**config.mk**
```make
export PLATFORM = sky130hd
export DESIGN_NAME = wide_add_seq
export DESIGN_NICKNAME = d
export VERILOG_FILES = /design/src/rtl/wide_add_pkg.sv /design/src/rtl/add4_slice.sv /design/src/rtl/wide_add_seq.sv
export SDC_FILE = /design/constraint.sdc
export NUM_CORES = 1
export LEC_CHECK = 0
export CELL_PAD_IN_SITES_DETAIL_PLACEMENT = 0
export CELL_PAD_IN_SITES_GLOBAL_PLACEMENT = 1
export CORE_MARGIN = 5
export CORE_UTILIZATION = 25
export CTS_CLUSTER_SIZE = 12
export DETAILED_ROUTE_END_ITERATION = 10
export PLACE_DENSITY = 0.55
export SLEW_MARGIN = 10
export SYNTH_ARGS = -nofsm -noshare
export SYNTH_HDL_FRONTEND = slang
export SYNTH_SLANG_ARGS = --single-unit
export TNS_END_PERCENT = 1
```
**constraint.sdc**
```tcl
create_clock -name clk -period 10.82 [get_ports clk]
set_input_delay 2.164 -clock clk [delete_from_list [all_inputs] [get_ports clk]]
set_output_delay 2.164 -clock clk [all_outputs]
set_load 0.005 [all_outputs]
```
**src/rtl/wide_add_pkg.sv**
```systemverilog
// Shared constants and FSM state encoding for the sequential wide adder.
package wide_add_pkg;

    // Width of one adder slice in bits.
    localparam int unsigned SLICE_W = 4;

    // Controller states.
    typedef enum logic [1:0] {
        ST_IDLE = 2'd0,
        ST_RUN  = 2'd1,
        ST_DONE = 2'd2
    } state_t;

endpackage

```
**src/rtl/add4_slice.sv**
```systemverilog
// Combinational 4-bit ripple-carry adder built from four full-adder cells.
module add4_slice
    import wide_add_pkg::*;
(
    input  logic [SLICE_W-1:0] a_i,
    input  logic [SLICE_W-1:0] b_i,
    input  logic               c_i,
    output logic [SLICE_W-1:0] s_o,
    output logic               c_o
);

    logic [SLICE_W:0] carry;

    assign carry[0] = c_i;

    // One full-adder cell per bit; carry ripples upward.
    for (genvar i = 0; i < SLICE_W; i++) begin : g_fa
        assign s_o[i]       = a_i[i] ^ b_i[i] ^ carry[i];
        assign carry[i + 1] = (a_i[i] & b_i[i]) | (carry[i] & (a_i[i] ^ b_i[i]));
    end

    assign c_o = carry[SLICE_W];

endmodule

```
**src/rtl/wide_add_seq.sv**
```systemverilog
// Sequential W-bit adder: processes one 4-bit slice per clock through a
// single shared ripple slice, pulsing done when the full sum is ready.
module wide_add_seq
    import wide_add_pkg::*;
#(
    parameter int unsigned NIBBLES = 4
) (
    input  logic                       clk,
    input  logic                       rst_n,
    input  logic                       start,
    input  logic                       clr,
    input  logic [SLICE_W*NIBBLES-1:0] a,
    input  logic [SLICE_W*NIBBLES-1:0] b,
    input  logic                       cin,
    output logic                       busy,
    output logic                       done,
    output logic [SLICE_W*NIBBLES-1:0] sum,
    output logic                       cout,
    output logic                       ovf
);

    localparam int unsigned W     = SLICE_W * NIBBLES;
    localparam int unsigned IDX_W = $clog2(NIBBLES);
    localparam logic [IDX_W-1:0] LAST_IDX = IDX_W'(NIBBLES - 1);

    state_t           state_q, state_d;
    logic [W-1:0]     a_q, a_d;
    logic [W-1:0]     b_q, b_d;
    logic [W-1:0]     sum_q, sum_d;
    logic [IDX_W-1:0] idx_q, idx_d;
    logic             carry_q, carry_d;
    logic             cout_q, cout_d;
    logic             ovf_q, ovf_d;

    logic [SLICE_W-1:0] slice_a;
    logic [SLICE_W-1:0] slice_b;
    logic [SLICE_W-1:0] slice_s;
    logic               slice_c;

    assign slice_a = a_q[idx_q * SLICE_W +: SLICE_W];
    assign slice_b = b_q[idx_q * SLICE_W +: SLICE_W];

    add4_slice u_slice (
        .a_i (slice_a),
        .b_i (slice_b),
        .c_i (carry_q),
        .s_o (slice_s),
        .c_o (slice_c)
    );

    // State and datapath registers with asynchronous active-low reset.
    always_ff @(posedge clk or negedge rst_n) begin
        if (!rst_n) begin
            state_q <= ST_IDLE;
            a_q     <= '0;
            b_q     <= '0;
            sum_q   <= '0;
            idx_q   <= '0;
            carry_q <= 1'b0;
            cout_q  <= 1'b0;
            ovf_q   <= 1'b0;
        end else begin
            state_q <= state_d;
            a_q     <= a_d;
            b_q     <= b_d;
            sum_q   <= sum_d;
            idx_q   <= idx_d;
            carry_q <= carry_d;
            cout_q  <= cout_d;
            ovf_q   <= ovf_d;
        end
    end

    // Next-state and datapath control; clr overrides everything else.
    always_comb begin
        state_d = state_q;
        a_d     = a_q;
        b_d     = b_q;
        sum_d   = sum_q;
        idx_d   = idx_q;
        carry_d = carry_q;
        cout_d  = cout_q;
        ovf_d   = ovf_q;
        done    = 1'b0;

        if (clr) begin
            state_d = ST_IDLE;
            carry_d = 1'b0;
            idx_d   = '0;
        end else begin
            case (state_q)
                ST_IDLE: begin
                    if (start) begin
                        a_d     = a;
                        b_d     = b;
                        carry_d = cin;
                        idx_d   = '0;
                        state_d = ST_RUN;
                    end
                end
                ST_RUN: begin
                    sum_d[idx_q * SLICE_W +: SLICE_W] = slice_s;
                    carry_d = slice_c;
                    if (idx_q == LAST_IDX) begin
                        // Top slice: its sum MSB is the result sign bit.
                        state_d = ST_DONE;
                        cout_d  = slice_c;
                        ovf_d   = (a_q[W-1] == b_q[W-1]) &&
                                  (slice_s[SLICE_W-1] != a_q[W-1]);
                    end else begin
                        idx_d = idx_q + IDX_W'(1);
                    end
                end
                ST_DONE: begin
                    done    = 1'b1;
                    state_d = ST_IDLE;
                end
                default: begin
                    state_d = ST_IDLE;
                end
            endcase
        end
    end

    assign busy = (state_q != ST_IDLE);
    assign sum  = sum_q;
    assign cout = cout_q;
    assign ovf  = ovf_q;

endmodule
```
# Word-level counts from Yosys, hierarchy flattened
# Cells that the tools add are included.
# W data, S select, Z words.
[op_classes] n_addsub=2 n_eq_ne=8 shift=4 muxes=14 bitwise_logic=21 n_reduce_logical=10
[op_table] operator="$neg A4 Y34" count=1
[op_table] operator="$shift A4 B34 Y16 const A" count=1
[op_table] operator="$shiftx A4 B34 Y16" count=1
[op_table] operator="$shiftx A16 B5 Y4" count=2
[op_table] operator="$bwmux W16" count=1
[op_table] operator="$mux W2" count=6
[op_table] operator="$ne A3 B3 Y1 const B" count=3
[op_table] operator="$reduce_and A3 Y1" count=3
[op_table] operator="$and A1 B1 Y1" count=8
[op_table] operator="$pmux W2 S2" count=2
[op_table] operator="$xor A1 B1 Y1" count=8
[op_table] operator="$reduce_and A2 Y1" count=3
[op_table] operator="$eq A2 B2 Y1 const B" count=2
[op_table] operator="$mux W1" count=4
[op_table] operator="$or A1 B1 Y1" count=4
[op_table] operator="$reduce_bool A3 Y1" count=1
[op_table] operator="$add A2 B1 Y2 const B" count=1
[op_table] operator="$eq A2 B1 Y1 const B" count=1
[op_table] operator="$logic_not A2 Y1" count=1
[op_table] operator="$pmux W1 S2" count=1
[op_table] operator="$reduce_bool A2 Y1" count=1
[op_table] operator="$eq A1 B1 Y1" count=1
[op_table] operator="$logic_and A1 B1 Y1" count=1
[op_table] operator="$ne A1 B1 Y1" count=1
[op_table] operator="$not A1 Y1" count=1
[totals] ff_bits=55

# Logic depth before layout (Yosys ltp)
# Gate-level depths: netlist of the first run.
[depth] word_depth=12 depth_mapped=10

# Hierarchy
# Synthesis of the first run repeated with hierarchy kept, for this count alone.
[unflattened] cells_unflattened=193 area_unflattened_um2=2695.1
[by_module_without_submodules] module="wide_add_seq" n_inst=1 cells_each=179 area_per_inst_um2=2577.5 seq_area_each_um2=1376.3
[by_module_without_submodules] module="add4_slice" n_inst=1 cells_each=14 area_per_inst_um2=117.6 seq_area_each_um2=0.0

# Worst setup path before layout of the first run
# No wires, ideal clock.
[synth_timing] kind="input to output" start="in clr" end="out done" t_arrival_ns=2.531 slack_ns=6.125 stages=2 n_path_buf=1 cell_sequence="buf_2 nor3b_1"
[synth_between] elab_chain_len=1
[synth_lines] item="from (decl)" line_no="wide_add_seq.sv:11" text="input logic clr,"
[synth_lines] item="$mux W1" line_no="wide_add_seq.sv:86" text="if (clr) begin"
[synth_lines] item="to (decl)" line_no="wide_add_seq.sv:16" text="output logic done,"
# No other way between the ends.

# Worst setup path after layout of the first run
# Same ends and word-level chain as after synthesis.

==> impl_metrics.ini, run 1 <==
[final_layout]
diodes = 0
areaGrowthSynthToFinish_pct = 28.1
nNetsFinal = 304
drive_gt1_frac = 0.217

[global_routing]
grt_pass1_vias = 1839
grt.total_usage = 0.0933
overflow = 0
grt_max_degree = 56
antenna_found_initial = 0
grt_pass1_wl_mm = 9.47

[synth]
netlist_area_mm2 = 0.00264
syn_nets = 251
yosysMostFrequentCell = dfrtp_1
synth_area_leader_cell = dfrtp_1
yosys_register_bits = 55
netlist_instances = 204
yosysTopAreaCellShare = 0.521
async_flop_share = 1.00
ys.flop_type = dfrtp_1
yosys_warnings = 0
syn_area_per_cell_um2 = 12.9
synth_edf_count = 0
synth.area.top_cells = dfrtp_1, mux2_2, mux4_2, nand2_1, fa_1
synth_common_cells = dfrtp_1, nand2_1, mux2_2, o21ai_0, mux4_2
ys_seq_area_frac = 0.521
synthDistinctLibCells = 28

[clock_network]
cts_tree = done
post_cts_resized = 0
htreeDepth = 2
cts_setup_buffers = 0
cts-buffers-inserted = 5
path_clk_slew_ns = 0.09
cts_sinks = 55
clock_path_buffers = 2
cts_hold_buf = 0
cts_root_buf = clkbuf_8
clk_latency_ns = 0.30

[sta]
setup_viol = 0
min_period_ns = 5.69
rsz0062_at_grt = no
maxSlewViolCount = 0
fin_setup_tns_ns = 0
period_share = 0.526
fin_worst_skew_ns = 0.00526
slew_headroom = 0.523
fmax_ghz = 0.176
worst_pin_slew_ns = 0.715
hold_viol = 0

[placement]
place_hpwl_mm = 4.19
gp_congestion = 0.724
io_buffers = 56

[routing]
detail-route-antenna-nets = 0
wire_per_inst_um = 14.2
remaining_drc_errors = 0
first_iter_violations = 49
dr.pass1.iters = 4
avgViaCountPerCell = 4.26
vias = 1677
routed_wl_mm = 5.58

[pwr]
irDropWorstVdd_mv = 0.0679
power_density_mw_per_mm2 = 158
power_uw = 535
power.leakage_nw = 1.34

[critical_path]
crit_chain = clkdlybuf4s50_1, nor3b_1, clkdlybuf4s50_1
cp_top_family = buffers and inverters
critical_path.max_stage_delay_ns = 0.58
crit_path_end_kind = primary output
critPathMostFrequentCell = clkdlybuf4s50_1
crit_path_start_kind = input pin
arrival_ns = 3.52
critPathMaxFanout = 10
r2r_setup_slack_ns = 7.00
reg2reg_depth = 8
path_class = input pin to primary output
r2r-end = ovf
path_buf_inv = 2
worstPathRequired_ns = 8.66
cpMaxStageDelayCell = clkdlybuf4s50_1
r2r_start = idx_q[0]

[worst_hold_path]
min_to = sum[14]
hp-start = sum[14]
min_path_type = flop to flop
worstHoldPathCells = 2

[run]
drv_cap = 0

[status]
status = finished, final reports clean

[floorplanning]
die-area_mm2 = 0.0127
core-area_mm2 = 0.0103
rows = 37
die_x_um = 113
start_util = 0.256
dieHeight_um = 113
io_pins = 57
metrics by stage:
stage | cell area, um2 | setup WS, ns | std cells | utilization | hold slack (ns)
detailed placement | 3300 | 5.11 | 386 | 0.320 | 0.470
floorplan | 2640 | 6.13 | 204 | - | 0.473
global route | 3380 | 5.03 | 394 | 0.327 | 0.514
CTS | 3380 | 5.11 | 394 | 0.327 | 0.493
global placement | 3300 | 5.14 | 386 | 0.320 | 0.466
finish | 3380 | 5.13 | 394 | 0.327 | 0.483
cell type report:
class | count | area, um2
well taps | 136 | 170
inverters | 5 | 18.8
fillers | 1059 | 6940
multi-input cells | 131 | 1160
flip-flops and latches | 55 | 1380
repair buffers | 59 | 578
clock inverters | 1 | 5.00
clock buffers | 7 | 76.3
power breakdown:
| part | internal (mW) | switching (mW) |
|---|---|---|
| Sequential | 0.240 | 0.0217 |
| Clock | 0.0457 | 0.0650 |
| Combinational | 0.0895 | 0.0732 |
| Total | 0.375 | 0.160 |
worst min-delay path: cells and delay by family (launching register included):
family	cells	cell delay, ns
AOI/OAI and AO/OA	1	0.06
and+or+nand+nor	1	0.04
DFF	1	0.35
kinds of logic (layout without fill, tap and decap cells):
| group | Yosys count | after routing | share of synthesized area |
|---|---|---|---|
| adder cells (fa/ha/maj) | 10 | 10 | 0.0588 |
| multiplexers | 42 | 42 | 0.213 |
| AO/OA/AOI/OAI | 24 | 24 | 0.0521 |
| AND/OR/NAND/NOR | 55 | 55 | 0.114 |
| flip-flops | 55 | 55 | 0.521 |
| buffers and inverters | 18 | 72 | 0.0408 |
how the worst max path moves through the flow:
| stage | startpoint | to | slack (ns) | cells after the start |
|---|---|---|---|---|
| 3_5_place_dp | clr | done | 5.11 | 3 |
| 5_1_grt | clr | done | 5.03 | 3 |
| 4_1_cts | clr | done | 5.11 | 3 |
| 6_report | clr | done | 5.13 | 3 |
| 2_1_floorplan | clr | done | 6.13 | 2 |
| 3_3_place_gp | clr | done | 5.14 | 3 |
cells in the final DEF, fill, tap and decap left out:
cell and count:
nand4bb_1 4, buf_2 1, nand2_1 34, o21a_1 1, dfrtp_1 55, nor3b_1 1
o22ai_1 1, nor2_1 4, a21oi_1 2, clkbuf_8 5, clkdlybuf4s50_1 55, o21bai_1 1
a221oi_1 1, and3b_1 1, nor3b_2 3, o32ai_1 2, mux4_2 8, mux2_2 33
clkbuf_1 2, nand2b_1 5, nor3_4 1, buf_4 3, o21ai_0 16, inv_1 5
fa_1 4, or2_2 1, mux2_1 1, ha_1 6, clkinv_2 1, nand3_1 1
registers in the layout, indices dropped and copies added (netlist names):
register / cells
cout: 1
ovf: 1
carry_q: 1
a_q: 16
b_q: 16
state_q: 2
sum: 16
idx_q: 2
metal layers:
layer	track usage	vias to the layer above	routed length (um)
li1	-	815	-
met5	0	-	0
met2	0.149	41	2590
met3	0.0251	5	263
met1	0.125	816	2670
met4	0.0264	0	51
(Power assumes the default switching activity.)
==> run 2: changes to the inputs <==
==> constraint.sdc (replaced) <==
create_clock -name clk -period 5.84 [get_ports clk]
set_input_delay 1.168 -clock clk [delete_from_list [all_inputs] [get_ports clk]]
set_output_delay 1.168 -clock clk [all_outputs]
set_load 0.005 [all_outputs]
==> run 2 against run 1 <==
Against the previous run: worst hold slack better by 0.0030 ns; via count is 0.66% higher; sequential power is 87% higher; clock power is 96% higher; sequential cell count stayed put; clock skew is 0.0032 ns higher; sequential share of layout area is 0.060 points lower; first-iteration DRC count is 37% lower; setup slack worse by 3.2 ns; cell area is 0.15% higher; cell count is 0.25% lower; largest cell class unchanged.
==> impl_metrics.ini, run 2 (same netlist as run 1, synthesis figures left out) <==
[clock_network]
clock_path_buffers = 2
cts_sinks = 55
cts_setup_buffers = 0
cts_tree = done
cts_root_buf = clkbuf_8
path_clk_slew_ns = 0.10
cts_hold_buf = 0
cts-buffers-inserted = 5
clk_latency_ns = 0.31
htreeDepth = 2
post_cts_resized = 0

[critical_path]
crit_path_start_kind = flop
path_class = flop to flop
arrival_ns = 4.06
cpMaxStageDelayCell = dfrtp_1
critPathMostFrequentCell = fa_1
critical_path.max_stage_delay_ns = 0.89
crit_path_end_kind = flop
critPathMaxFanout = 18
reg2reg_depth = 7
crit_chain = mux4_2, fa_1, fa_1, fa_1, fa_1, o22ai_1, mux2_2
worstPathRequired_ns = 6.04

[global_routing]
overflow = 0
antenna_found_initial = 0
grt_pass1_vias = 1850
grt.total_usage = 0.0921
grt_max_degree = 56
grt_pass1_wl_mm = 9.41

[sta]
fin_worst_skew_ns = 0.00841
hold_viol = 0
slew_headroom = 0.458
rsz0062_at_grt = no
fin_setup_tns_ns = 0
fmax_ghz = 0.259
timing.final.ws_setup_ns = 1.98
setup_viol = 0
period_share = 0.661
worst_pin_slew_ns = 0.812
maxSlewViolCount = 0
min_period_ns = 3.86

[floorplanning]
core-area_mm2 = 0.0103
die_x_um = 113
dieHeight_um = 113
die-area_mm2 = 0.0127
start_util = 0.256
io_pins = 57
rows = 37

[final_layout]
utilization = 0.328
drive_gt1_frac = 0.222
nNetsFinal = 303
areaGrowthSynthToFinish_pct = 28.2
most-common-layout-cells = dfrtp_1, clkdlybuf4s50_1, nand2_1
diodes = 0
fill_cells = 1016
layout.cells.non_filler = 393

[pwr]
irDropWorstVdd_mv = 0.100
power.leakage_nw = 1.34
power_density_mw_per_mm2 = 296

[placement]
io_buffers = 56
place_hpwl_mm = 4.24
post-place-ws_ns = 1.92
gp_congestion = 0.707
placed_cells = 385

[routing]
wire_per_inst_um = 14.3
dr.pass1.iters = 4
routed_wl_mm = 5.62
vias = 1688
detail-route-antenna-nets = 0
first_iter_violations = 31
remaining_drc_errors = 0
avgViaCountPerCell = 4.30

[worst_hold_path]
min_path_type = flop to flop
worstHoldPathCells = 2

[status]
status = finished, final reports clean

[run]
drv_cap = 0
run 2: changes by cell type in the layout (fill, tap and decap cells not counted), sizes merged:
cell      delta
clkinvlp     +1
clkinv       +1
buf          -1
clkbuf       -2
run 2: per-stage QoR:
stage | instance area (um2) | hold WS, ns | total power, mW
6_report | 3390 | 0.486 | 1.00
5_1_grt | 3390 | 0.509 | 1.07
4_1_cts | 3390 | 0.494 | 1.03
3_5_place_dp | 3290 | 0.471 | 0.803
3_3_place_gp | 3290 | 0.462 | 0.798
2_1_floorplan | 2640 | 0.473 | 0.673
run 2: power breakdown:
part           switching (mW)  leakage, nW  internal, mW
Clock                   0.132       0.0443        0.0861
Sequential             0.0445        0.690         0.445
Combinational           0.129        0.604         0.164
Total                   0.305         1.34         0.696
run 2: final timing paths:
path	startpoint	slack (ns)	to
max	idx_q[0]	1.98	ovf
min	sum[13]	0.49	sum[13]
max reg2reg	idx_q[0]	1.98	ovf
min reg2reg	sum[13]	0.49	sum[13]
max in group asynchronous	rst_n	4.39	a_q[12]
min in group asynchronous	rst_n	0.98	sum[0]
run 2: layout make-up:
cell class	instances	area [um2]	share of cell area
repair buffers	58	571	0.169
clock buffers	5	68.8	0.0203
multi-input cells	131	1160	0.341
flip-flops and latches	55	1380	0.407
clock inverters	3	25.0	0.00739
well taps	136	170	0.0503
inverters	5	18.8	0.00554
run 2: metal layers:
metal  vias to the layer above  wire [um]  part of all wire  track usage
met3                         8        315             0.056       0.0283
li1                        813          -                 -            -
met5                         -          0                 0            0
met4                         0         59             0.010       0.0264
met1                       827       2580              0.46        0.120
met2                        40       2670              0.47        0.148
run 2: worst max-delay path: cells and delay by family, from the launching register on:
kind / cells / cell delay [ns]
muxes: 2 / 0.88
adders and majority gates: 4 / 1.85
AOI/OAI and AO/OA: 1 / 0.13
DFF: 1 / 0.89
